==> config.mk <==
export PLATFORM = sky130hd
export DESIGN_NAME = sprite_scheduler_flat
export DESIGN_NICKNAME = d
export VERILOG_FILES = /design/src/rtl/sprite_pkg.sv /design/src/rtl/sprite_scheduler_if.sv /design/src/rtl/sprite_attr_table.sv /design/src/rtl/sprite_scheduler.sv /design/src/flat_wrapper.sv
export SDC_FILE = /design/constraint.sdc
export NUM_CORES = 2
export LEC_CHECK = 0
export BUFFER_PORTS_ARGS = -buffer_cell sky130_fd_sc_hd__buf_2
export CAP_MARGIN = 20
export CORE_ASPECT_RATIO = 0.5
export CORE_MARGIN = 1
export CORE_UTILIZATION = 66
export DETAILED_ROUTE_END_ITERATION = 7
export HOLD_SLACK_MARGIN = 0.08
export PLACE_DENSITY = 0.84
export SLEW_MARGIN = 10
export SYNTH_ARGS = -nofsm -noshare
export SYNTH_HDL_FRONTEND = slang
export SYNTH_SLANG_ARGS = --single-unit
export TNS_END_PERCENT = 100
==> constraint.sdc <==
create_clock -name clk -period 13.7 [get_ports clk]
set_input_delay 0 -clock clk [delete_from_list [all_inputs] [get_ports clk]]
set_output_delay 0 -clock clk [all_outputs]
set_load 0.02 [all_outputs]
==> src/rtl/sprite_pkg.sv <==
// Shared types and constants for the per-scanline sprite scheduler.
package sprite_pkg;

    localparam int unsigned CORDW       = 16;
    localparam int unsigned IMGW        = 4;
    localparam int unsigned H_RES       = 640;
    localparam int unsigned V_TOTAL_DEF = 525;

    typedef struct packed {
        logic [CORDW-1:0] x;
        logic [CORDW-1:0] y;
        logic [IMGW-1:0]  img;
        logic             vis;
    } entry_t;

    typedef enum logic [1:0] {
        ST_IDLE   = 2'd0,
        ST_SCAN   = 2'd1,
        ST_COMMIT = 2'd2
    } state_t;

endpackage

==> src/rtl/sprite_scheduler_if.sv <==
// CPU write port, line timing inputs and sprite-slot outputs of the scheduler.
interface sprite_scheduler_if #(
    parameter int unsigned N_ENT  = 16,
    parameter int unsigned N_SLOT = 4
);
    localparam int unsigned AW = $clog2(N_ENT);
    localparam int unsigned CW = sprite_pkg::CORDW;
    localparam int unsigned IW = sprite_pkg::IMGW;

    logic                 h_bright;
    logic [CW-1:0]        sy;
    logic                 frame_commit;
    logic                 wr_en;
    logic [AW-1:0]        wr_addr;
    logic [CW-1:0]        wr_x;
    logic [CW-1:0]        wr_y;
    logic [IW-1:0]        wr_img;
    logic                 wr_vis;
    logic [N_SLOT*CW-1:0] slot_x;
    logic [N_SLOT*CW-1:0] slot_y;
    logic [N_SLOT*IW-1:0] slot_img;
    logic [N_SLOT-1:0]    slot_valid;
    logic                 overflow;
    logic                 scan_late;
    logic                 busy;

    modport master (
        output h_bright, sy, frame_commit, wr_en, wr_addr, wr_x, wr_y, wr_img, wr_vis,
        input  slot_x, slot_y, slot_img, slot_valid, overflow, scan_late, busy
    );

    modport slave (
        input  h_bright, sy, frame_commit, wr_en, wr_addr, wr_x, wr_y, wr_img, wr_vis,
        output slot_x, slot_y, slot_img, slot_valid, overflow, scan_late, busy
    );

endinterface

==> src/rtl/sprite_attr_table.sv <==
// Shadow/active sprite attribute tables: CPU writes shadow, commit bulk-copies to active.
module sprite_attr_table
    import sprite_pkg::*;
#(
    parameter int unsigned N_ENT = 16
) (
    input  logic                     clk,
    input  logic                     reset,
    input  logic                     i_wr_en,
    input  logic [$clog2(N_ENT)-1:0] i_wr_addr,
    input  entry_t                   i_wr_ent,
    input  logic                     i_commit,
    input  logic [$clog2(N_ENT)-1:0] i_rd_addr,
    output entry_t                   o_rd_ent
);

    entry_t r_shadow [N_ENT];
    entry_t r_active [N_ENT];

    // Copy reads pre-write shadow, so a same-cycle write lands in shadow only.
    always_ff @(posedge clk) begin
        if (!reset) begin
            r_shadow <= '{default: '0};
            r_active <= '{default: '0};
        end else begin
            if (i_commit) r_active <= r_shadow;
            if (i_wr_en)  r_shadow[i_wr_addr] <= i_wr_ent;
        end
    end

    assign o_rd_ent = r_active[i_rd_addr];

endmodule

==> src/rtl/sprite_scheduler.sv <==
// Scans the active attribute table during h-blank and loads the first N_SLOT hits into slots.
module sprite_scheduler
    import sprite_pkg::*;
#(
    parameter int unsigned N_ENT      = 16,
    parameter int unsigned N_SLOT     = 4,
    parameter int unsigned SPR_HEIGHT = 8,
    parameter int unsigned SPR_SCALE  = 0,
    parameter int unsigned V_TOTAL    = V_TOTAL_DEF
) (
    input  logic              clk,
    input  logic              reset,
    sprite_scheduler_if.slave bus
);

    localparam int unsigned AW   = $clog2(N_ENT);
    localparam int unsigned CNTW = $clog2(N_SLOT + 1);
    localparam int unsigned SIW  = $clog2(N_SLOT);
    localparam int unsigned SPAN = SPR_HEIGHT << SPR_SCALE;

    state_t                  r_state;
    logic                    r_hb_prev;
    logic                    r_commit_pend;
    logic [CORDW-1:0]        r_tgt;
    logic [AW-1:0]           r_ptr;
    logic [CNTW-1:0]         r_cnt;
    entry_t                  r_work [N_SLOT];
    logic [N_SLOT*CORDW-1:0] r_slot_x;
    logic [N_SLOT*CORDW-1:0] r_slot_y;
    logic [N_SLOT*IMGW-1:0]  r_slot_img;
    logic [N_SLOT-1:0]       r_slot_valid;
    logic                    r_overflow;
    logic                    r_scan_late;
    logic                    r_busy;

    entry_t                  w_ent;
    entry_t                  w_wr_ent;
    logic [CORDW-1:0]        w_tgt;
    logic [CORDW:0]          w_d;
    logic                    w_hit;
    logic                    w_fall;
    logic                    w_copy;

    assign w_wr_ent = '{x: bus.wr_x, y: bus.wr_y, img: bus.wr_img, vis: bus.wr_vis};
    assign w_tgt    = (bus.sy == CORDW'(V_TOTAL - 1)) ? '0 : bus.sy + CORDW'(1);
    // Sign-extended difference so sprites above the top edge still hit.
    assign w_d      = {r_tgt[CORDW-1], r_tgt} - {w_ent.y[CORDW-1], w_ent.y};
    assign w_hit    = w_ent.vis && !w_d[CORDW] && (w_d < (CORDW+1)'(SPAN));
    assign w_fall   = r_hb_prev && !bus.h_bright;
    assign w_copy   = (r_state == ST_IDLE) && (bus.frame_commit || r_commit_pend);

    sprite_attr_table #(.N_ENT(N_ENT)) u_table (
        .clk       (clk),
        .reset     (reset),
        .i_wr_en   (bus.wr_en),
        .i_wr_addr (bus.wr_addr),
        .i_wr_ent  (w_wr_ent),
        .i_commit  (w_copy),
        .i_rd_addr (r_ptr),
        .o_rd_ent  (w_ent)
    );

    always_ff @(posedge clk) begin
        if (!reset) begin
            r_state       <= ST_IDLE;
            r_hb_prev     <= 1'b0;
            r_commit_pend <= 1'b0;
            r_tgt         <= '0;
            r_ptr         <= '0;
            r_cnt         <= '0;
            r_work        <= '{default: '0};
            r_slot_x      <= '0;
            r_slot_y      <= '0;
            r_slot_img    <= '0;
            r_slot_valid  <= '0;
            r_overflow    <= 1'b0;
            r_scan_late   <= 1'b0;
            r_busy        <= 1'b0;
        end else begin
            r_hb_prev <= bus.h_bright;
            if (w_copy) begin
                r_commit_pend <= 1'b0;
                r_overflow    <= 1'b0;
                r_scan_late   <= 1'b0;
            end else if (bus.frame_commit) begin
                r_commit_pend <= 1'b1;
            end

            case (r_state)
                ST_IDLE: begin
                    if (w_fall) begin
                        r_state <= ST_SCAN;
                        r_busy  <= 1'b1;
                        r_tgt   <= w_tgt;
                        r_ptr   <= '0;
                        r_cnt   <= '0;
                        r_work  <= '{default: '0};
                    end
                end
                ST_SCAN: begin
                    if (bus.h_bright) begin
                        r_state      <= ST_IDLE;
                        r_busy       <= 1'b0;
                        r_scan_late  <= 1'b1;
                        r_slot_valid <= '0;
                    end else begin
                        if (w_hit) begin
                            if (r_cnt < CNTW'(N_SLOT)) begin
                                r_work[r_cnt[SIW-1:0]] <= w_ent;
                                r_cnt                  <= r_cnt + CNTW'(1);
                            end else begin
                                r_overflow <= 1'b1;
                            end
                        end
                        if (r_ptr == AW'(N_ENT - 1)) r_state <= ST_COMMIT;
                        else                         r_ptr   <= r_ptr + AW'(1);
                    end
                end
                ST_COMMIT: begin
                    for (int unsigned k = 0; k < N_SLOT; k++) begin
                        r_slot_x[k*CORDW +: CORDW] <= r_work[k].x;
                        r_slot_y[k*CORDW +: CORDW] <= r_work[k].y;
                        r_slot_img[k*IMGW +: IMGW] <= r_work[k].img;
                        r_slot_valid[k]            <= (CNTW'(k) < r_cnt);
                    end
                    r_state <= ST_IDLE;
                    r_busy  <= 1'b0;
                end
                default: begin
                    r_state <= ST_IDLE;
                    r_busy  <= 1'b0;
                end
            endcase
        end
    end

    assign bus.slot_x     = r_slot_x;
    assign bus.slot_y     = r_slot_y;
    assign bus.slot_img   = r_slot_img;
    assign bus.slot_valid = r_slot_valid;
    assign bus.overflow   = r_overflow;
    assign bus.scan_late  = r_scan_late;
    assign bus.busy       = r_busy;

endmodule

==> src/flat_wrapper.sv <==
// flat-port wrapper written by rule: the top's interface ports become plain ports
module sprite_scheduler_flat import sprite_pkg::*;
#(
    parameter int unsigned N_ENT      = 16,
    parameter int unsigned N_SLOT     = 4,
    parameter int unsigned SPR_HEIGHT = 8,
    parameter int unsigned SPR_SCALE  = 0,
    parameter int unsigned V_TOTAL    = V_TOTAL_DEF
)
  (clk, reset, bus_h_bright, bus_sy, bus_frame_commit, bus_wr_en, bus_wr_addr, bus_wr_x, bus_wr_y, bus_wr_img, bus_wr_vis, bus_slot_x, bus_slot_y, bus_slot_img, bus_slot_valid, bus_overflow, bus_scan_late, bus_busy);
  sprite_scheduler_if #(.N_ENT(N_ENT), .N_SLOT(N_SLOT)) bus_i ();
  input  logic clk;
  input  logic reset;
  input wire logic [$bits(bus_i.h_bright)-1:0] bus_h_bright;
  input wire logic [$bits(bus_i.sy)-1:0] bus_sy;
  input wire logic [$bits(bus_i.frame_commit)-1:0] bus_frame_commit;
  input wire logic [$bits(bus_i.wr_en)-1:0] bus_wr_en;
  input wire logic [$bits(bus_i.wr_addr)-1:0] bus_wr_addr;
  input wire logic [$bits(bus_i.wr_x)-1:0] bus_wr_x;
  input wire logic [$bits(bus_i.wr_y)-1:0] bus_wr_y;
  input wire logic [$bits(bus_i.wr_img)-1:0] bus_wr_img;
  input wire logic [$bits(bus_i.wr_vis)-1:0] bus_wr_vis;
  output wire logic [$bits(bus_i.slot_x)-1:0] bus_slot_x;
  output wire logic [$bits(bus_i.slot_y)-1:0] bus_slot_y;
  output wire logic [$bits(bus_i.slot_img)-1:0] bus_slot_img;
  output wire logic [$bits(bus_i.slot_valid)-1:0] bus_slot_valid;
  output wire logic [$bits(bus_i.overflow)-1:0] bus_overflow;
  output wire logic [$bits(bus_i.scan_late)-1:0] bus_scan_late;
  output wire logic [$bits(bus_i.busy)-1:0] bus_busy;
  assign bus_i.h_bright = bus_h_bright;
  assign bus_i.sy = bus_sy;
  assign bus_i.frame_commit = bus_frame_commit;
  assign bus_i.wr_en = bus_wr_en;
  assign bus_i.wr_addr = bus_wr_addr;
  assign bus_i.wr_x = bus_wr_x;
  assign bus_i.wr_y = bus_wr_y;
  assign bus_i.wr_img = bus_wr_img;
  assign bus_i.wr_vis = bus_wr_vis;
  assign bus_slot_x = bus_i.slot_x;
  assign bus_slot_y = bus_i.slot_y;
  assign bus_slot_img = bus_i.slot_img;
  assign bus_slot_valid = bus_i.slot_valid;
  assign bus_overflow = bus_i.overflow;
  assign bus_scan_late = bus_i.scan_late;
  assign bus_busy = bus_i.busy;
  sprite_scheduler #(.N_ENT(N_ENT), .N_SLOT(N_SLOT), .SPR_HEIGHT(SPR_HEIGHT), .SPR_SCALE(SPR_SCALE), .V_TOTAL(V_TOTAL)) u_core (.clk(clk), .reset(reset), .bus(bus_i));
endmodule
==> flow_summary.ini <==
[place]
place_congestion = 0.862
port_buffers = 212
pre_cts_slack_ns = 5.95
dpl.hpwl_um = 99200

[sta]
period_share_pct = 58.5
finalSetupViolCount = 0
rsz0062_at_grt = no
setup_slack_ns = 5.68
finalCriticalPeriod_ns = 8.02
clock_skew_ns = 0.0249
tightest_slew_ns = 1.14
fin_tns_setup_ns = 0
maxSlewHeadroom_pct = 24.0
hold_viol = 0
drv_slew = 0
holdWs_ns = 0.248
fmax_mhz = 125

[route]
first_pass_iters = 8
totalWireLength_um = 173000
drt-initial-drc-count = 5977
vias_per_cell = 6.13
wire_per_inst_um = 21.7
postRouteAntennaNets = 0
post-route-drc-count = 0
num_vias = 49059

[synthesis]
synth_top_area_share_pct = 50.1
ys_types = 67
synthTopCellsByArea = dfxtp_1 (50%), nand2_1 (17%), a21boi_0 (17%)
synth_seq_cells = 1506
syn_avg_cell_area_um2 = 8.84
syn_area_um2 = 60200
synth_edf_count = 0
synth_fp_nets = 6892
ys.flop_type = dfxtp_1
synthArstFlopShare_pct = 0
netlist_instances = 6808
synth_area_leader_cell = dfxtp_1
synth_warnings = 0
ys_seq_area_share_pct = 50.1

[power_and_ir_drop]
p_per_area_nw_per_um2 = 130
total_power_mw = 8.64
ir_worst_vdd_mv = 0.112
cellLeakagePower_nw = 21.7

[global_routing]
antenna_found_initial = 10
grt_pass1_vias = 46024
grt_max_degree = 307
grt_pass1_wl_um = 264000
grt_usage_pct = 36.6
grt_overflow = 0

[floorplanning]
coreArea_um2 = 89300
start_util_pct = 67.4
rows = 77
ios = 213
die_h_um = 216
die_w_um = 429
dieArea_um2 = 92500

[clocking]
clockBufferDepth = 3
cts_inserted_buffers = 121
ctsHtreeMaxLevel = 3
clockRootBuffer = clkbuf_16
cts_setup_buffers = 0
clk_pin_slew_ns = 0.07
clock_sinks = 1506
cts_tree = done
clock_latency_ns = 0.75

[min_path]
worstHoldStart = bus_h_bright
hold_class = in2reg

[worst_setup_path]
worstPathArrival_ns = 8.66
critPathSlowestCell = buf_4
timing.critical_path.buf_inv = 3
cp_top_family = simple AND/OR/NAND/NOR gates
slowest_delay_ns = 0.94
worst-path-max-fanout = 59
crit_start = u_core.r_ptr[1]
critPathLaunchType = register
critPathKind = reg2reg
cp.required_ns = 14.34
rr_startpoint = u_core.r_ptr[1]
worstPathCellList = buf_4 -> buf_4 -> mux4_2 -> mux4_2 -> inv_1 -> ha_1 -> and3_1 -> a221o_1 -> a21o_1 -> a221oi_1 -> and4b_1 -> o311ai_2 -> nor4_4 -> nand3_2 -> o2bb2ai_1
endpoint_kind = register

[cells_and_area]
final_cell_mix = nand2_1 (2736), dfxtp_1 (1502), a21boi_0 (1330), buf_2 (211), mux4_2 (180)
layout-drive-gt1-share_pct = 10.6
fin_nets = 6790
area_growth_pct = 10.3
final_common_cell = nand2_1

[run_status]
status = finished, final reports clean

[flow_run]
maxCapViolCount = 0
==> cells by family after synthesis <==
kind of cell | count (synthesis) | share of synthesized area [%]
AOI/OAI and AO/OA | 1580 | 19.9
xor gates and xnor gates | 21 | 0.305
adders and majority gates | 22 | 0.457
buffers and inverters | 601 | 3.89
DFF | 1506 | 50.1
muxes | 191 | 6.92
and+or+nand+nor | 2887 | 18.5
==> worst register-to-register path: stages (launching register included) <==
cell       delay, ns
dfxtp_4         0.91
buf_4           0.76
buf_4           1.00
mux4_2          0.42
mux4_2          0.59
inv_1           0.09
ha_1            0.35
and3_1          0.33
a221o_1         0.39
a21o_1          0.22
a221oi_1        0.50
and4b_1         0.30
o311ai_2        0.22
nor4_4          0.64
nand3_2         0.77
o2bb2ai_1       0.44
==> power by group <==
part / total [mW] / switching, mW / internal (mW)
Clock: 3.73 / 1.66 / 2.07
Sequential: 4.44 / 0.0258 / 4.41
Combinational: 0.481 / 0.321 / 0.159
==> what timing repair did <==
action,4_1_cts,5_1_grt
hold endpoints to repair,751,0
resized for setup,0,0
hold buffers,80,0
==> cells in the mapped netlist, types with 16 or more instances <==
cell and count:
buf_1 33, a21oi_1 23, nor2_1 36, inv_1 26, clkbuf_1 524, nand3_1 17
dfxtp_1 1506, o21ai_0 31, nor3_1 16, o2bb2ai_1 144, nand2_1 2749, a21boi_0 1330
mux4_2 180, ha_1 22
==> metrics by stage <==
step                      cells  utilization [%]  cell area, µm²
after CTS                  7995             74.3           66400
after global routing       7998             74.4           66400
after floorplan            6808                -           60200
after global placement     7686             68.6           61300
final                      8002             74.4           66400
after detailed placement   7686             68.6           61300
==> per-layer routing <==
metal  global-route usage, %  routed length [µm]  up-vias
met2                    55.6               76500     2312
met5                       0                  58        -
met1                    52.0               72600    23984
met3                    7.48               18500      417
met4                    12.4                5780        8
li1                        -                   -    22338
==> layout make-up <==
type                       instances  area, µm²
clock buffer                     170       3520
tap                             1185       1480
fill                            6062      22900
antenna                            5       12.5
clock inverter                    59        748
inverter                          27        101
sequential                      1506      30200
multi-input combinational       4701      28000
timing repair buffer             349       2400
==> flip-flops by register name, indices dropped and copies added, names as in the netlist <==
name and cells:
u_core.u_table.r_active 592, u_core.u_table.r_shadow 592, u_core.r_work 144, u_core.bus.slot_x 64, u_core.bus.slot_y 64, u_core.bus.slot_img 16
u_core.r_tgt 16, u_core.bus.slot_valid 4, u_core.r_ptr 4, u_core.r_cnt 3, u_core.r_state 2, u_core.bus.busy 1
u_core.bus.overflow 1, u_core.bus.scan_late 1, u_core.r_commit_pend 1, u_core.r_hb_prev 1
==> worst paths after layout <==
| check | end | slack, ns | cells after the start |
|---|---|---|---|
| max | u_core.r_work[36] | 5.68 | 15 |
| min | u_core.bus.slot_valid[3] | 0.25 | 3 |
| max reg2reg | u_core.r_work[36] | 5.68 | 15 |
| min reg2reg | u_core.u_table.r_active[314] | 0.46 | 2 |
No activity file was read; power rests on OpenSTA's default activity.
